--- src/rtl/alu_cmd_queue.sv ---
// alu_cmd_queue: command queue and issue sequencer feeding the registered ALU stage.
//
// Each rising edge of the push key captures one {operand A, function select} pair
// from the switches into a DEPTH-entry queue. Queued commands go to the ALU one at a
// time over a valid/ready handshake. Issue runs freely while run=1 and advances one
// command per step pulse while run=0. Every transfer is followed by one idle (GAP)
// cycle so the ALU accumulator register can settle.
//
// Ports:
//   clock        system clock, rising edge
//   reset        asynchronous, active-high reset
//   push_key     raw push request, asynchronous level; each rising edge enqueues once
//   sw_a         operand A captured on push
//   sw_func      function select captured on push
//   run          1: auto-issue while non-empty, 0: single-step mode
//   step         one-cycle pulse requesting a single issue when run=0
//   issue_ready  downstream ALU stage accepts the command this cycle
//   issue_valid  issue_a/issue_func carry a valid command
//   issue_a      issued operand A
//   issue_func   issued function select
//   count        current queue occupancy
//   empty        count == 0
//   full         count == DEPTH
//   overflow     sticky: a push was dropped because the queue was full
//   state        FSM state (IDLE=00, ISSUE=01, GAP=10)
module alu_cmd_queue #(
  parameter int unsigned DEPTH     = 4,
  parameter int unsigned A_WIDTH   = 4,
  parameter int unsigned F_WIDTH   = 3,
  parameter int unsigned CNT_WIDTH = 3
) (
  input  logic                 clock,
  input  logic                 reset,
  input  logic                 push_key,
  input  logic [A_WIDTH-1:0]   sw_a,
  input  logic [F_WIDTH-1:0]   sw_func,
  input  logic                 run,
  input  logic                 step,
  input  logic                 issue_ready,
  output logic                 issue_valid,
  output logic [A_WIDTH-1:0]   issue_a,
  output logic [F_WIDTH-1:0]   issue_func,
  output logic [CNT_WIDTH-1:0] count,
  output logic                 empty,
  output logic                 full,
  output logic                 overflow,
  output logic [1:0]           state
);

  localparam int unsigned PtrW = (DEPTH > 1) ? $clog2(DEPTH) : 1;
  localparam int unsigned EntW = A_WIDTH + F_WIDTH;

  typedef enum logic [1:0] {
    StIdle  = 2'b00,
    StIssue = 2'b01,
    StGap   = 2'b10
  } state_e;

  // Push synchroniser: sync1/sync2 resolve metastability, sync3 delays for edge detect.
  logic sync1_q, sync2_q, sync3_q;
  logic push_edge;

  always_ff @(posedge clock or posedge reset) begin
    if (reset) begin
      sync1_q <= 1'b0;
      sync2_q <= 1'b0;
      sync3_q <= 1'b0;
    end else begin
      sync1_q <= push_key;
      sync2_q <= sync1_q;
      sync3_q <= sync2_q;
    end
  end

  assign push_edge = sync2_q & ~sync3_q;

  // Queue storage and occupancy
  logic [EntW-1:0]      mem_q [DEPTH];
  logic [PtrW-1:0]      wr_ptr_q, rd_ptr_q;
  logic [CNT_WIDTH-1:0] count_q, count_d;
  logic                 empty_q, full_q, overflow_q;
  logic                 issue_valid_q;
  logic                 push_ok, pop, push_drop;
  logic [EntW-1:0]      head;

  assign pop       = issue_valid_q & issue_ready;
  // A full queue still accepts a push when the head leaves on the same edge.
  assign push_ok   = push_edge & (~full_q | pop);
  assign push_drop = push_edge & full_q & ~pop;
  assign head      = mem_q[rd_ptr_q];

  always_comb begin
    count_d = count_q;
    if (push_ok && !pop) begin
      count_d = count_q + CNT_WIDTH'(1);
    end else if (!push_ok && pop) begin
      count_d = count_q - CNT_WIDTH'(1);
    end
  end

  // Storage needs no reset: entries are only read once count says they are valid.
  // When full with a pop, wr_ptr equals rd_ptr; the head is already held in
  // issue_a/issue_func, so overwriting it here is safe.
  always_ff @(posedge clock) begin
    if (push_ok) begin
      mem_q[wr_ptr_q] <= {sw_a, sw_func};
    end
  end

  always_ff @(posedge clock or posedge reset) begin
    if (reset) begin
      wr_ptr_q   <= '0;
      rd_ptr_q   <= '0;
      count_q    <= '0;
      empty_q    <= 1'b1;
      full_q     <= 1'b0;
      overflow_q <= 1'b0;
    end else begin
      if (push_ok) begin
        wr_ptr_q <= wr_ptr_q + PtrW'(1);
      end
      if (pop) begin
        rd_ptr_q <= rd_ptr_q + PtrW'(1);
      end
      count_q <= count_d;
      empty_q <= (count_d == '0);
      full_q  <= (count_d == CNT_WIDTH'(DEPTH));
      if (push_drop) begin
        overflow_q <= 1'b1;
      end
    end
  end

  // Issue sequencer
  state_e             state_q;
  logic               step_pending_q;
  logic [A_WIDTH-1:0] issue_a_q;
  logic [F_WIDTH-1:0] issue_func_q;
  logic               load_head;

  // Entry into ISSUE: from IDLE on run or a pending step, from GAP only on run.
  assign load_head = !empty_q &&
                     (((state_q == StIdle) && (run || step_pending_q)) ||
                      ((state_q == StGap) && run));

  always_ff @(posedge clock or posedge reset) begin
    if (reset) begin
      state_q        <= StIdle;
      issue_valid_q  <= 1'b0;
      issue_a_q      <= '0;
      issue_func_q   <= '0;
      step_pending_q <= 1'b0;
    end else begin
      if (load_head) begin
        step_pending_q <= 1'b0;
      end else if (step && !run && !empty_q) begin
        step_pending_q <= 1'b1;
      end

      case (state_q)
        StIdle: begin
          if (load_head) begin
            state_q       <= StIssue;
            issue_valid_q <= 1'b1;
            issue_a_q     <= head[EntW-1:F_WIDTH];
            issue_func_q  <= head[F_WIDTH-1:0];
          end
        end
        StIssue: begin
          // Valid is held until transfer, regardless of run.
          if (issue_ready) begin
            state_q       <= StGap;
            issue_valid_q <= 1'b0;
          end
        end
        StGap: begin
          if (load_head) begin
            state_q       <= StIssue;
            issue_valid_q <= 1'b1;
            issue_a_q     <= head[EntW-1:F_WIDTH];
            issue_func_q  <= head[F_WIDTH-1:0];
          end else begin
            state_q <= StIdle;
          end
        end
        default: begin
          state_q       <= StIdle;
          issue_valid_q <= 1'b0;
        end
      endcase
    end
  end

  assign issue_valid = issue_valid_q;
  assign issue_a     = issue_a_q;
  assign issue_func  = issue_func_q;
  assign count       = count_q;
  assign empty       = empty_q;
  assign full        = full_q;
  assign overflow    = overflow_q;
  assign state       = state_q;

endmodule
--- config.mk ---
export PLATFORM = sky130hd
export DESIGN_NAME = alu_cmd_queue
export DESIGN_NICKNAME = d
export VERILOG_FILES = /design/src/rtl/alu_cmd_queue.sv
export SDC_FILE = /design/constraint.sdc
export NUM_CORES = 1
export LEC_CHECK = 0
export CORE_ASPECT_RATIO = 0.5
export CORE_MARGIN = 2
export CORE_UTILIZATION = 57
export DETAILED_ROUTE_END_ITERATION = 10
export PLACE_DENSITY = 0.84
export RECOVER_POWER = 100
export SLEW_MARGIN = 20
export SYNTH_ARGS = -nofsm -noshare
export SYNTH_HDL_FRONTEND = slang
export SYNTH_SLANG_ARGS = --single-unit
--- constraint.sdc ---
create_clock -name clock -period 2.5 [get_ports clock]
set_clock_uncertainty 0.05 [all_clocks]
set_input_delay 0.25 -clock clock [delete_from_list [all_inputs] [get_ports clock]]
set_output_delay 0.25 -clock clock [all_outputs]
set_load 0.01 [all_outputs]
Word level (Yosys, flattened, before mapping)
Memory sizes are Yosys's and may differ from the RTL's. A register that Yosys moved wholly into a read port is not among the register bits.
Index checks and enable logic that the tools add are counted.
W data, S select, Z words.
{ "word_totals": {"ramBits": 28, "latchBits": 0, "in_bits": 13, "mem_bits_ro": 0, "memories": 1, "regBits": 17} }
{ "memory_table": {"columns": ["memory", "words", "word_bits", "read_ports", "rd_clocked_by_memory_dff", "wr", "line_no", "source"], "rows": [
  ["mem_q", 4, 7, 1, 1, 1, "78", "logic [EntW-1:0] mem_q [DEPTH];"]
]} }
{ "classes": {"eq_ne": 6, "n_lt_le_gt_ge": 0, "n_mux": 13, "shift": 0, "n_reduce_logical": 20, "bitwise": 9, "n_addsub": 4, "div_mod_pow": 0, "n_mul": 0} }
{ "op_table": {"columns": ["cell", "count"], "rows": [
  ["$logic_and A1 B1 Y1", 7],
  ["$mux W1", 7],
  ["$mux W3", 2],
  ["$pmux W2 S3", 1],
  ["$reduce_and A2 Y1", 3],
  ["$and A1 B1 Y1", 5],
  ["$add A2 B1 Y2 const B", 2],
  ["$logic_not A1 Y1", 4],
  ["$mux W2", 2],
  ["$ne A2 B2 Y1 const B", 2],
  ["$add A3 B1 Y3 const B", 1],
  ["$eq A3 B3 Y1 const B", 1],
  ["$logic_not A3 Y1", 1],
  ["$not A1 Y1", 3],
  ["$sub A3 B1 Y3 const B", 1],
  ["$eq A2 B1 Y1 const B", 1],
  ["$eq A2 B2 Y1 const B", 1],
  ["$logic_not A2 Y1", 1],
  ["$logic_or A1 B1 Y1", 2],
  ["$ne A2 B1 Y1 const B", 1],
  ["$pmux W1 S2", 1],
  ["$reduce_bool A2 Y1", 1],
  ["$reduce_or A2 Y1", 1],
  ["$or A1 B1 Y1", 1]
]} }

Longest topological paths before layout
Gate-level depths: netlist (run 1).
{ "logic_depth": {"depth_word": 8, "ltp_mapped": 5, "depth_no_buf": 5} }

Worst setup path after synthesis (run 1)
OpenSTA, ideal clock, no wires.
{ "synth_path": {"path_kind": "register -> register", "start": "register sync3_q", "end": "memory mem_q[0][0] (netlist bit), enable pin", "n_path_buf": 1, "path_stages_with_launch": 5, "required_ps": 2124, "t_arrival_ps": 1222, "slack_ps": 902, "period_less_slack_ps": 1598, "cell_sequence": "dfrtp_1 -> nor2b_1 -> buf_2 -> a21boi_1 -> and2_1"} }
{ "synth_via": {"elab_chain_cells": 5} }
{ "synth_lines": {"columns": ["item", "line_no", "source"], "rows": [
  ["start, declared", "60", "logic sync1_q, sync2_q, sync3_q;"],
  ["start signal, assigned", "71", "sync3_q <= sync2_q;"],
  ["$not A1 Y1", "75", "assign push_edge = sync2_q & ~sync3_q;"],
  ["$and A1 B1 Y1", "75", null],
  ["$and A1 B1 Y1", "88", "assign push_ok = push_edge & (~full_q | pop);"],
  ["$mux W1", "105", "if (push_ok) begin"],
  ["$mux W1 (implied by the code)", "106", "mem_q[wr_ptr_q] <= {sw_a, sw_func};"],
  ["end, declared", "78", null]
]} }
No other way between the ends.

Worst setup path after layout (run 1)
{ "layout_path": {"start": "input issue_ready", "end": "memory mem_q[0][2] (netlist bit), enable pin"} }
{ "layout_via": {"elab_chain_cells": 5} }
{ "layout_lines": {"columns": ["item", "line_no", "source"], "rows": [
  ["start, declared", "39", "input logic issue_ready,"],
  ["$and A1 B1 Y1", "86", "assign pop = issue_valid_q & issue_ready;"],
  ["$or A1 B1 Y1", "88", null],
  ["$and A1 B1 Y1", "88", null],
  ["$mux W1", "105", null],
  ["$mux W1 (implied by the code)", "106", null]
]} }
No other way between the ends.

==> results of run 1 <==
==> state kept, by name (all words and copies together) (netlist names), 2 cells and up <==
name,count
rd_ptr_q,2
count,3
issue_a,4
state,2
issue_func,3
wr_ptr_q,2
mem_q,28
==> placed cells by master (no fill, tap or decap), types with 2 or more instances in the layout <==
| cell type | instances |
|---|---|
| edfxtp_1 | 28 |
| dlygate4sd3_1 | 26 |
| dfrtp_1 | 23 |
| mux4_2 | 7 |
| mux2_2 | 7 |
| inv_1 | 6 |
| ha_1 | 6 |
| nor2_1 | 5 |
| and2_0 | 5 |
| clkbuf_8 | 5 |
| xnor2_1 | 4 |
| a21oi_1 | 3 |
| o21ai_0 | 3 |
| nand2_1 | 3 |
| clkbuf_1 | 2 |
| clkdlybuf4s50_1 | 2 |
| buf_4 | 2 |
==> cells by family after synthesis <==
logic type | count (synthesis) | synth area share (%)
simple gates | 23 | 7.04
buf+inv | 9 | 2.03
mux | 14 | 11.3
compound gates | 16 | 5.67
flops | 52 | 68.8
xor+xnor | 4 | 1.67
fa+ha+maj | 6 | 3.58
==> critical path, cell delays in order <==
cell and delay, ns:
dlygate4sd3_1 0.65, nand2_1 0.19, a21boi_0 0.24, buf_4 0.19, and2_0 0.44
==> area by class of cell <==
type	count	area (um^2)
Clock inverter	2	16.3
Fill cell	200	942
Sequential cell	52	1440
Timing Repair Buffer	31	299
Tap cell	51	63.8
Inverter	6	22.5
Clock buffer	6	72.6
Multi-Input combinational cell	63	613
==> power breakdown <==
part           internal, mW  total, mW  leakage (nW)  switching (mW)
sequential             1.13       1.34         0.537           0.213
combinational         0.547      0.927         0.391           0.381
clock                 0.199      0.472        0.0414           0.272
total                  1.88       2.74         0.969           0.866
==> worst max path at each step <==
stage                           start               endpoint  slack, ns
floorplan           sync3_q$_DFF_PP0_  mem_q[0][0]$_DFFE_PP_       0.90
global placement          issue_ready  mem_q[0][5]$_DFFE_PP_       0.49
detailed placement        issue_ready  mem_q[0][3]$_DFFE_PP_       0.40
CTS                       issue_ready  mem_q[0][5]$_DFFE_PP_       0.69
global route              issue_ready  mem_q[0][5]$_DFFE_PP_       0.30
finish                    issue_ready  mem_q[0][2]$_DFFE_PP_       0.44
==> through the flow <==
| step | hold slack, ns | util (%) | power [mW] |
|---|---|---|---|
| floorplan | 0.214 | - | 1.94 |
| global placement | 0.285 | 70.4 | 2.31 |
| detailed placement | 0.292 | 70.4 | 2.35 |
| CTS | 0.244 | 73.0 | 2.82 |
| global route | 0.318 | 72.9 | 2.90 |
| finish | 0.311 | 72.9 | 2.74 |
==> layer usage <==
metal,vias to the layer above,GRT usage (%)
met5,-,0
li1,528,-
met1,588,23.0
met4,0,8.31
met2,38,31.8
met3,11,5.46
==> flow_summary_export.csv, run 1 <==
group,metric,value,unit
logic_synthesis,synth_seq_cells,52,
floorplan,start_util,60.4,%
sta,drv_slew,0,
final_layout,fin_area,2530,um^2
clocking,cts-root-buf,"clkbuf_8",
sta,finalWorstSetupSlack,0.438,ns
logic_synthesis,synth_common_cells,"28 x edfxtp_1, 23 x dfrtp_1, 7 x mux2_2, 7 x mux4_2",
detailed_routing,via_per_inst,5.52,
final_layout,diodes,0,
clocking,ctsResizeCount,0,
placement,gp_congestion,0.796,
clocking,path_clk_slew,0.09,ns
worst_setup_path,rr_endpoint,"mem_q[0][2]$_DFFE_PP_",
clocking,cts_hold_buf,0,
detailed_routing,finalWirelength,3540,um
worst_setup_path,rr_startpoint,"sync3_q$_DFF_PP0_",
pwr,ir_drop,0.000392,V
sta,hold_viol_final,0,
logic_synthesis,yosysTopAreaCell,"edfxtp_1",
placement,placed_area,2440,um^2
logic_synthesis,ys.flop_type,"edfxtp_1",
placement,place_ws,0.399,ns
detailed_routing,drt-met1-wl,1620,um
status,status,"finished, final reports clean",
sta,rsz0062_at_grt,"no",
detailed_routing,dr.pass1.iters,5,
logic_synthesis,yosys_warnings,0,
detailed_routing,drt_first_iter_violations,42,
grt,gr-total-overflow,0,
sta,tightest_slew,1.34,ns
worst_setup_path,critPathMaxFanout,7,
logic_synthesis,syn_area,2100,um^2
logic_synthesis,synth_most_common_cell,"edfxtp_1",
sta,fmax,485,MHz
grt,grt_util_all_layers,18.4,%
detailed_routing,via_count,1165,
clocking,cts_buffer_depth,2,
floorplan,die_x,89.8,um
logic_synthesis,synth_top_area_share,40.1,%
detailed_routing,drt-wirelength-per-cell,16.8,um
grt,grt_first_pass_wirelength,5510,um
detailed_routing,drc,0,
placement,hpwl,2450,um
logic_synthesis,syn_avg_cell_area,16.9,um^2
sta,setup_tns,0,ns
floorplan,coreArea,3470,um^2
floorplan,die-area,4210,um^2
logic_synthesis,synth-edff-count,28,
sta,timing.final.crit_share,82.5,%
detailed_routing,postRouteAntennaNets,0,
worst_setup_path,crit_type,"in2reg",
grt,grt_pass1_vias,1128,
final_layout,nNetsFinal,178,
logic_synthesis,yosysSeqAreaShare,68.8,%
hold_path,hold_class,"reg2reg",
grt,grt_max_degree,25,
sta,setup_violations,0,
flow_run,cap_viol_max_count,0,
worst_setup_path,r2r_setup_slack,0.59,ns
final_layout,drive_gt1_share,18.8,%
logic_synthesis,synthArstFlopShare,46.2,%
detailed_routing,wl_met3,179,um
clocking,insertion_delay,0.30,ns
clocking,cts_tree,"done",
detailed_routing,dr_wl_met2,1680,um
hold_path,min_from,"sync1_q$_DFF_PP0_",
worst_setup_path,rr_worst_depth,5,
detailed_routing,top_layer,"met4",
sta,slew_headroom,10.6,%
floorplan,boundaryPins,29,
clocking,postCtsSetupBuffers,0,
logic_synthesis,ys_types,35,
placement,portBuffers,28,
final_layout,layout.cells.non_filler,211,
clocking,cts.sinks,52,
clocking,cts-htree-levels,2,
floorplan,rows,15,
logic_synthesis,syn_inst,124,
final_layout,area_growth,20.6,%
grt,antenna_found_initial,0,
hold_path,holdPathStages,0,
worst_setup_path,cp.arrival,1.96,ns
pwr,power.density,1080,nW/um^2
worst_setup_path,end_kind,"register",
hold_path,hold_path_end,"sync2_q$_DFF_PP0_",
floorplan,die_height,46.9,um
logic_synthesis,syn-num-nets,143,
logic_synthesis,synthTopCellsByArea,"edfxtp_1 40%, dfrtp_1 27%, mux4_2 7.5%",
worst_setup_path,required,2.40,ns
sta,post-route-min-period,2.06,ns
placement,placed_cells,203,
worst_setup_path,cp-start-kind,"input port",
clocking,numCtsBuffers,5,
pwr,power.leakage,0.969,nW
Power figures use the tool's default switching activity.
==> inputs of run 2 (changes only) <==
Settings changed: CORE_UTILIZATION 57 to 53, PLACE_DENSITY 0.84 to 0.79.
Clock period 2.5 ns to 1.9 ns, I/O delays scaled along.
==> run 2 against run 1 <==
Net effect:
- final cell count grew 3.3%
- combinational power rose by 37%
- non-clock buffer count up 4
- largest cell class unchanged
- largest power group unchanged
==> flow_summary_export.csv, run 2 (synthesis gave the netlist of run 1 again) <==
group,metric,value,unit
sta,slew_headroom,45.0,%
pwr,power.density,1450,nW/um^2
clocking,cts_tree,"done",
worst_setup_path,required,1.66,ns
detailed_routing,dr_wl_met2,1680,um
grt,antenna_found_initial,0,
worst_setup_path,cp_top_family,"buffers and inverters",
final_layout,regMostFlops,"mem_q",
sta,timing.final.crit_share,90.7,%
detailed_routing,drt-wirelength-per-cell,16.1,um
floorplan,coreArea,3840,um^2
worst_setup_path,cp-start-kind,"register",
placement,placed_area,2480,um^2
worst_setup_path,r2r_setup_slack,0.21,ns
worst_setup_path,critPathMaxFanout,3,
sta,tightest_slew,0.826,ns
final_layout,fin_area,2570,um^2
worst_setup_path,rr_worst_depth,4,
worst_setup_path,end_kind,"output pin",
clocking,cts-htree-levels,2,
pwr,power,3.72,mW
detailed_routing,drt_first_iter_violations,35,
floorplan,start_util,54.6,%
detailed_routing,drt-met1-wl,1630,um
detailed_routing,drc,0,
clocking,insertion_delay,0.31,ns
detailed_routing,via_per_inst,5.27,
clocking,ctsResizeCount,0,
pwr,ir_drop,0.000713,V
placement,portBuffers,28,
hold_path,hold_class,"in2async",
worst_setup_path,crit_end,"empty",
final_layout,layout.cells.non_filler,218,
detailed_routing,top_layer,"met4",
placement,hpwl,2640,um
final_layout,drive_gt1_share,19.5,%
worst_setup_path,crit_path_max_incr_delay,0.61,ns
clocking,cts-root-buf,"clkbuf_8",
sta,fmax,581,MHz
grt,grt_first_pass_wirelength,5980,um
sta,post-route-min-period,1.72,ns
floorplan,die_height,48.5,um
clocking,numCtsBuffers,5,
final_layout,diodes,0,
final_layout,final_cell_mix,"28 x edfxtp_1, 25 x dlygate4sd3_1, 23 x dfrtp_1, 7 x mux4_2, 7 x mux2_2",
final_layout,final_common_cell,"edfxtp_1",
detailed_routing,dr.pass1.iters,3,
detailed_routing,finalWirelength,3520,um
pwr,power.leakage,0.996,nW
clocking,cts_hold_buf,0,
sta,setup_tns,0,ns
worst_setup_path,crit_type,"reg2out",
worst_setup_path,cp_cell_sequence,"dlygate4sd3_1",
clocking,cts.sinks,52,
sta,rsz0062_at_grt,"no",
grt,grt_util_all_layers,18.3,%
placement,gp_congestion,0.883,
worst_setup_path,cp.depth,1,
sta,hold_viol_final,0,
clocking,path_clk_slew,0.09,ns
grt,grt_max_degree,17,
final_layout,final_core_util,66.9,%
floorplan,die-area,4510,um^2
sta,setup_violations,0,
final_layout,area_growth,22.5,%
floorplan,rows,16,
flow_run,cap_viol_max_count,0,
worst_setup_path,rr_endpoint,"mem_q[0][4]$_DFFE_PP_",
clocking,cts_buffer_depth,2,
clocking,postCtsSetupBuffers,0,
worst_setup_path,slowest_stage,"dlygate4sd3_1",
grt,gr-total-overflow,0,
final_layout,largest_reg_flops,28,
worst_setup_path,worstSetupStartpoint,"empty$_DFF_PP1_",
grt,grt_pass1_vias,1146,
detailed_routing,via_count,1149,
placement,placed_cells,210,
floorplan,die_x,93.0,um
worst_setup_path,cp.arrival,1.48,ns
final_layout,nNetsFinal,182,
detailed_routing,postRouteAntennaNets,0,
worst_setup_path,rr_startpoint,"sync2_q$_DFF_PP0_",
worst_setup_path,path_buf_inv,1,
sta,drv_slew,0,
status,status,"finished, final reports clean",
floorplan,boundaryPins,29,
detailed_routing,wl_met3,139,um
[run 2: changes by cell type in the layout (fill, tap and decap cells not counted), sizes merged]
cell	previous run	this run
buf	2	5
bufinv	0	1
clkdlybuf4s50	2	3
dlygate4sd3	26	25
[run 2: how the worst min path moves through the flow]
stage | slack (ns) | to | from | cells after the start
after global placement | 0.28 | sync2_q$_DFF_PP0_ | sync1_q$_DFF_PP0_ | 0
after detailed placement | 0.32 | sync3_q$_DFF_PP0_ | sync2_q$_DFF_PP0_ | 0
after floorplan | 0.15 | count[0]$_DFF_PP0_ | reset | 1
after CTS | 0.11 | count[2]$_DFF_PP0_ | reset | 2
after global routing | 0.28 | count[2]$_DFF_PP0_ | reset | 2
final | 0.23 | count[1]$_DFF_PP0_ | reset | 2
[run 2: where the power goes]
group / internal [mW] / switching, mW / total [mW]
combinational: 0.734 / 0.538 / 1.27
sequential: 1.49 / 0.222 / 1.71
clock: 0.389 / 0.352 / 0.742
[run 2: layer usage]
metal | up-vias | global-route usage, %
met5 | - | 0
met4 | 0 | 6.62
met3 | 7 | 5.14
met2 | 21 | 28.1
met1 | 585 | 25.5
li1 | 536 | -
[run 2: through the flow]
| step | worst slack [ns] | hold WS [ns] |
|---|---|---|
| 2_1_floorplan | 0.302 | 0.154 |
| 3_3_place_gp | 0.133 | 0.284 |
| 3_5_place_dp | 0.0913 | 0.316 |
| 4_1_cts | 0.219 | 0.105 |
| 5_1_grt | 0.0858 | 0.281 |
| 6_report | 0.177 | 0.232 |
[run 2: cell type report]
class	instances	area, um^2
multi-input combinational	63	601
sequential	52	1440
tap	54	67.6
inverter	6	22.5
timing repair buffer	35	325
clock inverter	3	42.5
fill	279	1270
clock buffer	5	68.8
==> inputs of run 3 (changes only) <==
Settings changed: CAP_MARGIN set to 10.
==> results of run 3 <==
Same layout as run 2: the final DEF is identical, and so are final timing and power.
